File: config.mk
export PLATFORM = sky130hd
export DESIGN_NAME = blk_mem_gen_flat
export DESIGN_NICKNAME = d
export VERILOG_FILES = /design/src/rtl/blk_mem_gen_if.sv /design/src/rtl/blk_mem_gen.sv /design/src/flat_wrapper.sv
export SDC_FILE = /design/constraint.sdc
export NUM_CORES = 1
export LEC_CHECK = 0
export BUFFER_PORTS_ARGS = -buffer_cell sky130_fd_sc_hd__buf_4
export CORE_MARGIN = 10
export CORE_UTILIZATION = 58
export DETAILED_ROUTE_END_ITERATION = 7
export GPL_TIMING_DRIVEN = 0
export PLACE_DENSITY = 0.75
export SLEW_MARGIN = 20
export SYNTH_ARGS = -nofsm -noshare
export SYNTH_HDL_FRONTEND = slang
export SYNTH_SLANG_ARGS = --single-unit
File: constraint.sdc
create_clock -name clka -period 6.9 [get_ports clka]
set_clock_uncertainty 0.1 [all_clocks]
set_input_delay 1.035 -clock clka [delete_from_list [all_inputs] [get_ports clka]]
set_output_delay 1.035 -clock clka [all_outputs]
set_load 0.02 [all_outputs]
File: src/rtl/blk_mem_gen_if.sv
// -----------------------------------------------------------------------------
// blk_mem_gen_if
// Port bundle for the single-port block memory.
//   ena   : port enable
//   wea   : write enable, only acts when ena is high
//   addra : word address
//   dina  : write data
//   douta : registered read data
// master : the side that issues accesses (multiplier top, testbench).
// slave  : the memory itself.
// -----------------------------------------------------------------------------
interface blk_mem_gen_if #(
  parameter int WIDTH = 16,
  parameter int AW    = 4
);
  logic             ena;
  logic [0:0]       wea;
  logic [AW-1:0]    addra;
  logic [WIDTH-1:0] dina;
  logic [WIDTH-1:0] douta;

  modport master (output ena, wea, addra, dina, input douta);
  modport slave  (input ena, wea, addra, dina, output douta);
endinterface

File: src/rtl/blk_mem_gen.sv
// -----------------------------------------------------------------------------
// blk_mem_gen
// Single-port synchronous block memory with preloadable contents, used as the
// operand store for the half-precision multiplier datapath.
//
// Ports:
//   clka : clock, everything happens on the rising edge
//   rsta : synchronous active-high reset, clears only the output registers
//   bus  : slave side of blk_mem_gen_if (ena, wea, addra, dina, douta)
//
// Behaviour:
//   - write-first: a write cycle returns dina on the read path
//   - ena low freezes the array and both output registers
//   - read latency is 1 cycle (OUT_REG = 0) or 2 cycles (OUT_REG = 1)
//   - douta is always driven from a register, never from an input
// -----------------------------------------------------------------------------
module blk_mem_gen #(
  parameter int                       WIDTH       = 16,
  parameter int                       DEPTH       = 16,
  parameter int                       AW          = 4,
  parameter logic [DEPTH*WIDTH-1:0]   INIT_VECTOR = '0,
  parameter bit                       OUT_REG     = 1'b0,
  parameter logic [WIDTH-1:0]         RST_VAL     = '0
) (
  input  logic          clka,
  input  logic          rsta,
  blk_mem_gen_if.slave  bus
);

  // Packed layout makes word i line up with INIT_VECTOR[i*WIDTH +: WIDTH],
  // so the power-on image is a direct assignment.
  logic [DEPTH-1:0][WIDTH-1:0] mem = INIT_VECTOR;

  // Output register starts at RST_VAL so douta is defined before the
  // first enabled read even if reset is never pulsed.
  logic [WIDTH-1:0] stage1 = RST_VAL;

  logic write_en;
  assign write_en = bus.ena & bus.wea[0];

  // NOTE: the array has no reset branch on purpose; rsta must never touch
  // contents, and a reset on the array would also prevent RAM inference.
  always_ff @(posedge clka) begin
    if (write_en) begin
      mem[bus.addra] <= bus.dina;
    end
  end

  // NOTE: non-blocking assignments keep the array write and the read
  // capture on the same edge order-independent; write-first is made
  // explicit by selecting dina rather than relying on update ordering.
  always_ff @(posedge clka) begin
    if (rsta) begin
      stage1 <= RST_VAL;
    end else if (bus.ena) begin
      stage1 <= bus.wea[0] ? bus.dina : mem[bus.addra];
    end
  end

  generate
    if (OUT_REG) begin : g_out_reg
      logic [WIDTH-1:0] stage2 = RST_VAL;

      always_ff @(posedge clka) begin
        if (rsta) begin
          stage2 <= RST_VAL;
        end else if (bus.ena) begin
          stage2 <= stage1;
        end
      end

      assign bus.douta = stage2;
    end else begin : g_no_out_reg
      assign bus.douta = stage1;
    end
  endgenerate

endmodule

File: src/flat_wrapper.sv
// flat-port wrapper written by rule: the top's interface ports become plain ports
module blk_mem_gen_flat 
#(
  parameter int                       WIDTH       = 16,
  parameter int                       DEPTH       = 16,
  parameter int                       AW          = 4,
  parameter logic [DEPTH*WIDTH-1:0]   INIT_VECTOR = '0,
  parameter bit                       OUT_REG     = 1'b0,
  parameter logic [WIDTH-1:0]         RST_VAL     = '0
)
  (clka, rsta, bus_ena, bus_wea, bus_addra, bus_dina, bus_douta);
  blk_mem_gen_if #(.WIDTH(WIDTH), .AW(AW)) bus_i ();
  input  logic clka;
  input  logic rsta;
  input wire logic [$bits(bus_i.ena)-1:0] bus_ena;
  input wire logic [$bits(bus_i.wea)-1:0] bus_wea;
  input wire logic [$bits(bus_i.addra)-1:0] bus_addra;
  input wire logic [$bits(bus_i.dina)-1:0] bus_dina;
  output wire logic [$bits(bus_i.douta)-1:0] bus_douta;
  assign bus_i.ena = bus_ena;
  assign bus_i.wea = bus_wea;
  assign bus_i.addra = bus_addra;
  assign bus_i.dina = bus_dina;
  assign bus_douta = bus_i.douta;
  blk_mem_gen #(.WIDTH(WIDTH), .DEPTH(DEPTH), .AW(AW), .INIT_VECTOR(INIT_VECTOR), .OUT_REG(OUT_REG), .RST_VAL(RST_VAL)) u_core (.clka(clka), .rsta(rsta), .bus(bus_i));
endmodule
==> results_dict.tcl <==
set metrics [dict create \
    status "finished, final reports clean" \
    area_delta_synth_final_pct 16.3 \
    routedWlPerCell_um 26.6 \
    globalRouteTotalUtil_pct 19.4 \
    routed_wl_um 23800 \
    synth_ff_type "edfxtp_1" \
    cts.repair.resized 0 \
    first_global_vias 5915 \
    rows 49 \
    dpl.hpwl_um 15600 \
    powerDensity_nw_per_um2 284 \
    slew-limit-headroom_pct 53.6 \
    whs_ns 0.491 \
    nets 672 \
    grt.overflow.total 0 \
    clock_latency_ns 0.53 \
    p_clk_share_pct 41.4 \
    grt_max_degree 18 \
    finalCritPeriodShare_pct 46.9 \
    cap_violations 0 \
    drt_first_pass_iters 5 \
    tritoncts "built" \
    cp_max_fo 10 \
    synth-edff-count 256 \
    p_int_uw 2770 \
    reg2reg_setup_slack_ns 5.31 \
    layout_common_cells "256 x edfxtp_1, 49 x mux2i_1, 41 x buf_4" \
    drt_iter0_drc 649 \
    finalSetupViolations 0 \
    rsz0062_at_grt "no" \
    ctsHoldBuffers 0 \
    crit_end "u_core.mem[223]" \
    post-route-drc-count 0 \
    clock.fmax_ghz 0.309 \
    detail-route-antenna-nets 0 \
    rr_worst_depth 4 \
    design.core.area_sq_um 18000 \
    crit_start "bus_ena" \
    tns_ns 0 \
    tightestPinTransition_ns 0.692 \
    pwr-share-comb_pct 6.1 \
    hold_class "reg2reg" \
    clock_sinks 272 \
    ys_ff_latch 272 \
    place.gp.congestion 0.913 \
    final-hold-violation-count 0 \
    drive_above_1_share_pct 26.8 \
    p_leak_uw 0.00417 \
    synthCells 564 \
    synth.avg_cell_area_sq_um 18.9 \
    drt-vias-per-instance 6.41 \
    path_class "in2reg" \
    syn_nets 588 \
    ioPinCount 40 \
    synthDistinctLibCells 40 \
    post_cts_buffers 0 \
    worst_setup_path_start_kind "primary input" \
    num_vias 5750 \
    cts_root_buffer "clkbuf_16" \
    synth_warnings 0 \
    timing.rr.start "u_core.mem[25]" \
    vdd_drop_max_uv 258 \
    antenna_cells 0 \
    port_buffers 35 \
    p_switching_uw 736 \
    fillers 1154 \
    ys_async_sr_fraction_pct 0 \
    period_minus_slack_ns 3.23 \
    pwr-share-seq_pct 52.5 \
    cts-htree-levels 1 \
    initial_core_util_pct 59.0 \
    synth_area_sq_um 10600 \
    p_total_uw 3510 \
    endpoint_kind "flop" \
    final_common_cell "edfxtp_1" \
    grt_first_pass_wirelength_um 35600 \
    crit_required_ns 7.03 \
    die-area_sq_um 24200 \
    yosysSeqAreaShare_pct 75.3 \
    cts_made_buffers 27 \
    antenna_found_initial 0 \
    cts.path.max_buffers 3 \
    worstPathArrival_ns 3.37 \
    r2r_end "u_core.bus.douta[9]" \
    die_h_um 155 \
    drv_slew 0 \
    clkTransAtPathRegs_ns 0.06 \
    switching_share_pct 21.0 \
    die_x_um 155 \
]
==> routing by layer <==
| metal | GRT usage [%] | up-vias | wire length, um |
|---|---|---|---|
| li1 | - | 2504 | - |
| met1 | 25.1 | 2914 | 9380 |
| met2 | 32.0 | 270 | 11700 |
| met3 | 3.83 | 62 | 1920 |
| met4 | 6.77 | 0 | 782 |
| met5 | 0 | - | 0 |
==> state kept, by name, summed over array words and instances, names as in the netlist <==
name / count
u_core.mem: 256
u_core.bus.douta: 16
==> area by class of cell <==
type                    count  area (sq um)  share of cell area (%)
flip-flops and latches    272          8010                    64.7
multi-input cells         256          2450                    19.8
clock buffers              28           679                    5.49
repair buffers             55           518                    4.19
well taps                 229           287                    2.32
plain buffers              34           228                    1.84
clock inverters            21           199                    1.61
inverters                   2          7.51                  0.0607
==> how the worst min path moves through the flow <==
| stage | slack (ns) | cells after the start | endpoint | start |
|---|---|---|---|---|
| after floorplan | 0.53 | 2 | u_core.bus.douta[1] | u_core.bus.douta[1] |
| after global placement | 0.46 | 2 | u_core.bus.douta[4] | u_core.bus.douta[4] |
| after detailed placement | 0.48 | 2 | u_core.bus.douta[15] | u_core.bus.douta[15] |
| after CTS | 0.49 | 2 | u_core.bus.douta[7] | u_core.bus.douta[7] |
| after global routing | 0.52 | 2 | u_core.bus.douta[11] | u_core.bus.douta[11] |
| final | 0.49 | 2 | u_core.bus.douta[7] | u_core.bus.douta[7] |
==> through the flow <==
stage / setup WS, ns / std cells / util [%] / cell area [sq um]
detailed placement: 3.22 / 848 / 63.8 / 11500
CTS: 3.74 / 897 / 68.6 / 12400
global route: 3.66 / 897 / 68.6 / 12400
floorplan: 3.38 / 564 / - / 10600
global placement: 1.84 / 828 / 62.1 / 11200
finish: 3.67 / 897 / 68.6 / 12400
==> cells in the mapped netlist (all sizes together) (4+ instances only) <==
| master | number | area (sq um) |
|---|---|---|
| a21oi | 4 | 20.0 |
| a22o | 5 | 43.8 |
| nor2b | 4 | 25.0 |
| dfxtp | 16 | 320 |
| nand3 | 11 | 55.1 |
| mux2 | 27 | 312 |
| edfxtp | 256 | 7690 |
| o21a | 5 | 37.5 |
| clkbuf | 14 | 52.6 |
| nor3 | 4 | 20.0 |
| a221oi | 12 | 111 |
| a211oi | 11 | 82.6 |
| o22ai | 15 | 93.8 |
| buf | 20 | 175 |
| a22oi | 22 | 165 |
| mux4 | 26 | 589 |
| nand2 | 15 | 56.3 |
| o2111ai | 4 | 35.0 |
| a221o | 10 | 100 |
| nor2 | 20 | 75.1 |
| mux2i | 49 | 490 |
==> power groups by stage <==
stage,clock [uW],sequential (uW),combinational [uW]
after floorplan,0,1880,113
after global placement,0,1880,200
after detailed placement,0,1880,212
after CTS,1470,1840,213
after global routing,1540,1840,226
final,1450,1840,214
==> logic make-up (layout without fill, tap and decap cells) <==
logic type	after synthesis	count (layout)	synth area share, %
buf+inv	36	140	2.21
flops	272	272	75.3
mux	102	102	13.1
simple gates	64	64	2.82
compound gates	90	90	6.63
==> critical path, cell delays in order <==
cell,delay (ns)
buf_4,0.10
clkbuf_1,0.48
clkbuf_1,0.54
nand4_1,0.39
nor2_2,0.56
buf_6,0.24
Power figures use the tool's default switching activity.
